==> config.mk <==
export PLATFORM = sky130hd
export DESIGN_NAME = hci_tcdm_bank_ts_adapter
export DESIGN_NICKNAME = d
export VERILOG_FILES = /design/src/rtl/hci_tcdm_bank_ts_adapter.sv
export SDC_FILE = /design/constraint.sdc
export NUM_CORES = 1
export LEC_CHECK = 0
export ABC_AREA = 1
export CAP_MARGIN = 10
export CORE_UTILIZATION = 26
export DETAILED_ROUTE_END_ITERATION = 8
export GPL_ROUTABILITY_DRIVEN = 0
export MAX_ROUTING_LAYER = met4
export PLACE_DENSITY = 0.75
export SLEW_MARGIN = 20
export SYNTH_ARGS = -nofsm -noshare
export SYNTH_HDL_FRONTEND = slang
export SYNTH_SLANG_ARGS = --single-unit
==> constraint.sdc <==
create_clock -name clk_i -period 1 [get_ports clk_i]
set_input_delay 0.2 -clock clk_i [delete_from_list [all_inputs] [get_ports clk_i]]
set_output_delay 0.2 -clock clk_i [all_outputs]
set_load 0.02 [all_outputs]
==> src/rtl/hci_tcdm_bank_ts_adapter.sv <==
// TCDM bank adapter placed between the HCI log interconnect and one SRAM macro.
// Generates r_valid/r_id one cycle after a grant, so the interconnect keeps no
// per-bank response logic. Test-and-set is atomic: the bank reads the old word,
// then locks for one cycle to write TS_VALUE (all ones) to the same address.
module hci_tcdm_bank_ts_adapter #(
    parameter int unsigned AWM = 12,
    parameter int unsigned DW  = 32,
    parameter int unsigned BW  = 8,
    parameter int unsigned UW  = 0,
    parameter int unsigned IW  = 20
) (
    input  logic                 clk_i,
    input  logic                 rst_ni,

    // Interconnect side
    input  logic                 req_i,
    input  logic [AWM-1:0]       add_i,
    input  logic                 wen_i,
    input  logic [UW+DW-1:0]     wdata_i,
    input  logic [DW/BW-1:0]     be_i,
    input  logic [IW-1:0]        id_i,
    input  logic                 ts_set_i,
    output logic                 gnt_o,
    output logic [UW+DW-1:0]     r_rdata_o,
    output logic                 r_valid_o,
    output logic [IW-1:0]        r_id_o,

    // SRAM side
    output logic                 bank_req_o,
    output logic                 bank_wen_o,
    output logic [AWM-1:0]       bank_add_o,
    output logic [UW+DW-1:0]     bank_wdata_o,
    output logic [DW/BW-1:0]     bank_be_o,
    input  logic [UW+DW-1:0]     bank_rdata_i
);

    localparam int unsigned DataW = UW + DW;
    localparam int unsigned BeW   = DW / BW;

    // Value written by the lock write; covers the user bits as well.
    localparam logic [DataW-1:0] TsValue = {DataW{1'b1}};

    typedef enum logic [0:0] {
        StIdle,
        StTsWr
    } state_e;

    state_e           state_q, state_d;
    logic [AWM-1:0]   addr_q, addr_d;
    logic             r_valid_q, r_valid_d;
    logic [IW-1:0]    r_id_q, r_id_d;

    logic             granted;
    logic             ts_read_start;

    // Request accepted this cycle; only possible while idle.
    assign granted       = req_i & gnt_o;
    // A test-and-set read opens the locked write cycle.
    assign ts_read_start = granted & ts_set_i & wen_i;

    // Grant is withheld only during the lock write.
    assign gnt_o = (state_q == StIdle);

    // Read data goes straight through; the SRAM already delivers it one cycle
    // after the read, which lines up with r_valid_o.
    assign r_rdata_o = bank_rdata_i;
    assign r_valid_o = r_valid_q;
    assign r_id_o    = r_id_q;

    // Next-state logic: TS_WR lasts exactly one cycle.
    always_comb begin
        state_d = state_q;
        addr_d  = addr_q;
        unique case (state_q)
            StIdle: begin
                if (ts_read_start) begin
                    addr_d  = add_i;
                    state_d = StTsWr;
                end
            end
            StTsWr: begin
                state_d = StIdle;
            end
            default: begin
                state_d = StIdle;
            end
        endcase
    end

    // Response tracking: valid for every granted access, ID held otherwise.
    always_comb begin
        r_valid_d = granted;
        r_id_d    = r_id_q;
        if (granted) begin
            r_id_d = id_i;
        end
    end

    // SRAM port: passthrough while idle, forced lock write during TS_WR.
    // Chip enable is gated by reset so a lock write in flight is dropped.
    always_comb begin
        bank_req_o   = req_i;
        bank_wen_o   = wen_i;
        bank_add_o   = add_i;
        bank_wdata_o = wdata_i;
        bank_be_o    = be_i;
        if (state_q == StTsWr) begin
            bank_req_o   = 1'b1;
            bank_wen_o   = 1'b0;
            bank_add_o   = addr_q;
            bank_wdata_o = TsValue;
            bank_be_o    = {BeW{1'b1}};
        end
        if (!rst_ni) begin
            bank_req_o = 1'b0;
        end
    end

    // State and response registers.
    always_ff @(posedge clk_i or negedge rst_ni) begin
        if (!rst_ni) begin
            state_q   <= StIdle;
            addr_q    <= '0;
            r_valid_q <= 1'b0;
            r_id_q    <= '0;
        end else begin
            state_q   <= state_d;
            addr_q    <= addr_d;
            r_valid_q <= r_valid_d;
            r_id_q    <= r_id_d;
        end
    end

endmodule
* After elaboration in Yosys (flattened, before gate mapping)
Cells that the tools add are included.
** Operators by class
- Multiplexer cells :: 8
- Bitwise logic cells :: 4
- Reduce and logical (&&, ||, !) cells :: 1
** Operators with widths (count)
- $mux W32 :: 1
- $mux W12 :: 1
- $mux W1 :: 4
- $mux W4 :: 1
- $and A1 B1 Y1 :: 3
- $pmux W1 S2 :: 1
- $reduce_and A2 Y1 :: 1
- $not A1 Y1 :: 1
** Storage, ports and cells
- Output and inout port bits :: 104
- Logic and storage cells :: 17
- Input bits :: 105
- Register bits after elaboration :: 34

* Logic depth before layout (Yosys ltp)
- Depth in word-level cells :: 6
- Depth in mapped cells :: 6
- Gate-level depth less buffers :: 5

* Worst setup path before layout
No wires, ideal clock.
- Kind :: register to output
- Start point :: register state_q
- End point :: output bank_add_o[0]
- Path slack :: -0.232 ns
- Cell stages (with the launch flop) :: 6
- Data required time :: 0.800 ns
- Path buffers :: 2
- Arrival time :: 1.032 ns
- Path through :: dfrtp_1 > buf_6 > inv_1 > buf_2 > nand2_1 > nand2_1
** Between the ends
- Longest elaborated chain between the ends :: 1
** RTL lines
- start, declared :: line 48 : state_e state_q, state_d;
- start signal, assigned :: line 122 : state_q <= StIdle;
- start signal, assigned :: line 127 : state_q <= state_d;
- $mux W12 :: line 107 : if (state_q == StTsWr) begin
- end, declared :: line 31 : output logic [AWM-1:0] bank_add_o,
No other way between the ends.

* Final worst setup path
- Start point :: register state_q
- End point :: output bank_wdata_o[26]
** Between the ends
- Longest elaborated chain between the ends :: 1
** RTL lines
- $mux W32 :: line 107
- end, declared :: line 32 : output logic [UW+DW-1:0] bank_wdata_o,
No other way between the ends.

==> flow_metrics.py <==
metrics = {
    "power": {
        "p_sw_mw": 1.423,
        "p_total_mw": 4.695,
        "power_density_nw_per_um2": 1240,
        "pwr-share-clk": 0.272,
        "cellLeakagePower_nw": 1.880,
        "power_switching_share": 0.3030,
        "power.internal_mw": 3.272,
        "combinational_power_share": 0.373,
        "vdd_ir_drop_max_mv": 1.013,
        "sequentialPowerShare": 0.355,
    },
    "final_layout": {
        "post_route_cells_drive_above_1_share": 0.4354,
        "synthToLayoutAreaGrowth_pct": 89.42,
        "number_of_fill_cells_in_the_layout": 698,
        "ff_latch_area_um2": 852.1,
        "insertedDiodeCount": 0,
        "fin_nets": 499,
        "multi_input_area_um2": 953.4,
        "finish.instance_area_um2": 3785,
    },
    "die": {
        "floorplan.initialDensity": 0.2726,
        "pin_count": 209,
        "die_height_um": 89.67,
        "die_x_um": 89.67,
        "core-area_um2": 7331,
        "row_count": 31,
        "design.die.area_um2": 8040,
    },
    "global_routing": {
        "grt_start_max_net_pins": 36,
        "first_global_vias": 1976,
        "grt-ovfl-total": 0,
        "grt_resource_usage_total": 0.1728,
        "antenna_found_initial": 0,
        "global_route_wire_length_before_repair_mm": 9.908,
    },
    "run": {
        "drv_cap": 0,
    },
    "cts": {
        "clk_latency_worst_skew_pair_ns": 0.28,
        "clk_root_buffer_cell": "sky130_fd_sc_hd__clkbuf_8",
        "cts_max_level": 2,
        "clock_tree_from_tritoncts": "yes",
        "cts_num_sinks": 34,
        "cts_buffer_depth": 2,
        "clk_pin_slew_worst_paths_ns": 0.08,
        "numCtsBuffers": 5,
    },
    "synth": {
        "post_synth_most_frequent_cells": "121 x sky130_fd_sc_hd__nand2_1, 36 x sky130_fd_sc_hd__or2_2, 34 x sky130_fd_sc_hd__buf_4, 34 x sky130_fd_sc_hd__dfrtp_1, 12 x sky130_fd_sc_hd__nand3_1",
        "synthArstFlopShare": 1.000,
        "compound_cell_area_share_of_the_yosys_netlist": 0.003757,
        "synthDominantAreaCellType": "sky130_fd_sc_hd__dfrtp_1",
        "top_area_cell_type_share_of_the_netlist_area": 0.4258,
        "yosysSeqAreaShare": 0.4258,
        "post_synth_main_area_contributors": "sky130_fd_sc_hd__dfrtp_1 43%, sky130_fd_sc_hd__nand2_1 23%, sky130_fd_sc_hd__buf_4 13%",
        "yosys-mux-area-fraction": 0,
        "synth_xor_xnor_area_share": 0,
        "synth.most_common_cell": "sky130_fd_sc_hd__nand2_1",
        "ys_dominant_reg_cell": "sky130_fd_sc_hd__dfrtp_1",
        "yosys.area_share.simple": 0.3876,
        "synth-warning-count": 0,
        "synth-seq-cells": 34,
        "total_nets_after_synthesis": 364,
        "synth.avg_cell_area_um2": 7.715,
        "synth_enable_flop_cells": 0,
        "netlist_instances": 259,
        "synth_cell_type_count": 14,
        "largest_family_of_logic_cells_by_synthesized_area": "simple AND/OR/NAND/NOR gates",
        "mappedNetlistArea_um2": 1998,
        "post_synth_fa_ha_maj_area_fraction": 0,
    },
    "timing": {
        "final-setup-viol-count": 105,
        "final_max_slew_viol_count": 0,
        "worstMarginPinSlew_ns": 0.4565,
        "final.period_utilization": 1.531,
        "timing.slew.headroom": 0.6957,
        "hold-worst-slack_ns": 0.4000,
        "timing.final.ws_setup_ns": -0.5312,
        "timing_hold_violations_final": 0,
        "finalClockSkew_ns": 0.004872,
        "fmax_ghz": 0.6531,
        "rsz0062_at_grt": "true",
        "layout_min_cycle_time_ns": 1.531,
    },
    "detailed_routing": {
        "post-route-drc-count": 0,
        "drt_iter0_drc": 81,
        "post_drt_via_cell_ratio": 4.174,
        "num_vias": 2062,
        "wl_per_cell_um": 14.16,
        "drt_wl_total_mm": 6.996,
        "drt_pre_antenna_iters": 4,
        "ant_nets": 0,
    },
    "hold_path": {
        "hold_path_class": "primary input to primary output",
        "hp_start": "bank_rdata_i[13]",
    },
    "critical_path": {
        "cp_data_required_time_ns": 0.80,
        "cp_max_fo": 35,
        "arrival_time_at_the_worst_endpoint_ns": 1.33,
        "critPathLaunchType": "register",
        "rr_worst_depth": 6,
        "worstSetupEndpointType": "primary output",
        "worst_r2r_startpoint": "state_q$_DFF_PN0_",
        "path_class": "register to primary output",
        "timing.critical_path.to": "bank_wdata_o[26]",
        "r2r_setup_slack_ns": -0.29,
        "timing.rr.end": "addr_q[11]$_DFFE_PN0P_",
        "timing.critical_path.from": "state_q$_DFF_PN0_",
    },
    "status": {
        "violations_in_the_final_reports": "setup timing",
        "run_status": "finished with violations",
    },
    "place": {
        "io_buffer_count": 144,
        "post-dp-hpwl_mm": 5.388,
        "placement.setup.worst_slack_ns": -0.6731,
        "placement.cell_area_um2": 3485,
    },
}
==> cell type report <==
class / count / area share
clock buffer: 5 / 0.01818
clock inverter: 3 / 0.01190
inverter: 6 / 0.007934
multi-input combinational: 173 / 0.2519
sequential: 34 / 0.2251
tap: 99 / 0.03273
timing repair buffer: 174 / 0.4522
==> metal layers <==
metal  vias up  share of wire  track usage
li1       1011              -            -
met1       935           0.39       0.2039
met2       112           0.50       0.2796
met3         4           0.10      0.06764
met4         0         0.0050      0.03608
met5         -              0            -
==> worst min-delay path by stage <==
stage | to | depth (start not counted) | slack [ns]
after floorplan | addr_q[0]$_DFFE_PN0P_ | 0 | -0.1
after global placement | addr_q[6]$_DFFE_PN0P_ | 2 | 0.29
after detailed placement | addr_q[6]$_DFFE_PN0P_ | 2 | 0.31
after CTS | r_rdata_o[19] | 0 | 0.40
after global routing | r_rdata_o[11] | 0 | 0.40
final | r_rdata_o[13] | 0 | 0.40
==> worst max-delay path: stages, from the launching register on <==
cell	delay (ns)
sky130_fd_sc_hd__dfrtp_2	0.46
sky130_fd_sc_hd__buf_12	0.19
sky130_fd_sc_hd__or2_4	0.26
sky130_fd_sc_hd__buf_6	0.13
==> flip-flops by register name, summed over array words and instances, names as in the netlist <==
register   cells
addr_q        12
r_id_o        20
r_valid_o      1
state_q        1
==> logic make-up (layout without fill, tap and decap cells) <==
logic type,after synthesis,in the layout
DFF,34,34
AOI/OAI and AO/OA,1,1
buffers and inverters,52,188
and+or+nand+nor,172,172
==> per-stage QoR <==
| stage | std cells | setup TNS, ns | utilization |
|---|---|---|---|
| after floorplan | 259 | -4.456 | - |
| after global placement | 471 | -49.27 | 0.4753 |
| after detailed placement | 471 | -49.48 | 0.4753 |
| after CTS | 489 | -35.63 | 0.5008 |
| after global routing | 494 | -40.62 | 0.5163 |
| final | 494 | -33.50 | 0.5163 |
==> layout by cell type (no fill, tap or decap), types with 3 or more instances in the layout <==
master	instances
sky130_fd_sc_hd__inv_1	4
sky130_fd_sc_hd__clkbuf_8	5
sky130_fd_sc_hd__or2_4	36
sky130_fd_sc_hd__clkdlybuf4s50_1	71
sky130_fd_sc_hd__buf_6	49
sky130_fd_sc_hd__dfrtp_1	33
sky130_fd_sc_hd__nand2_2	15
sky130_fd_sc_hd__nand2_1	106
sky130_fd_sc_hd__buf_4	31
sky130_fd_sc_hd__clkdlybuf4s15_2	3
sky130_fd_sc_hd__buf_2	14
sky130_fd_sc_hd__buf_12	3
sky130_fd_sc_hd__nand3_2	4
sky130_fd_sc_hd__nand3_1	8
==> what timing repair did <==
item,CTS,global route
endpoints found under the setup margin,106,106
gates resized for setup,352,54
hold buffers,1,0
setup buffers,8,5
pin swaps,2,0
cloned,1,0
hold endpoints to repair,1,0
==> power groups by stage <==
stage	Clock, mW	Combinational [mW]	Sequential [mW]
2_1_floorplan	0	0.848	1.77
3_3_place_gp	0	1.62	1.67
3_5_place_dp	0	1.64	1.67
4_1_cts	1.32	1.68	1.67
5_1_grt	1.40	1.89	1.69
6_report	1.28	1.75	1.67
(Power assumes the default switching activity.)
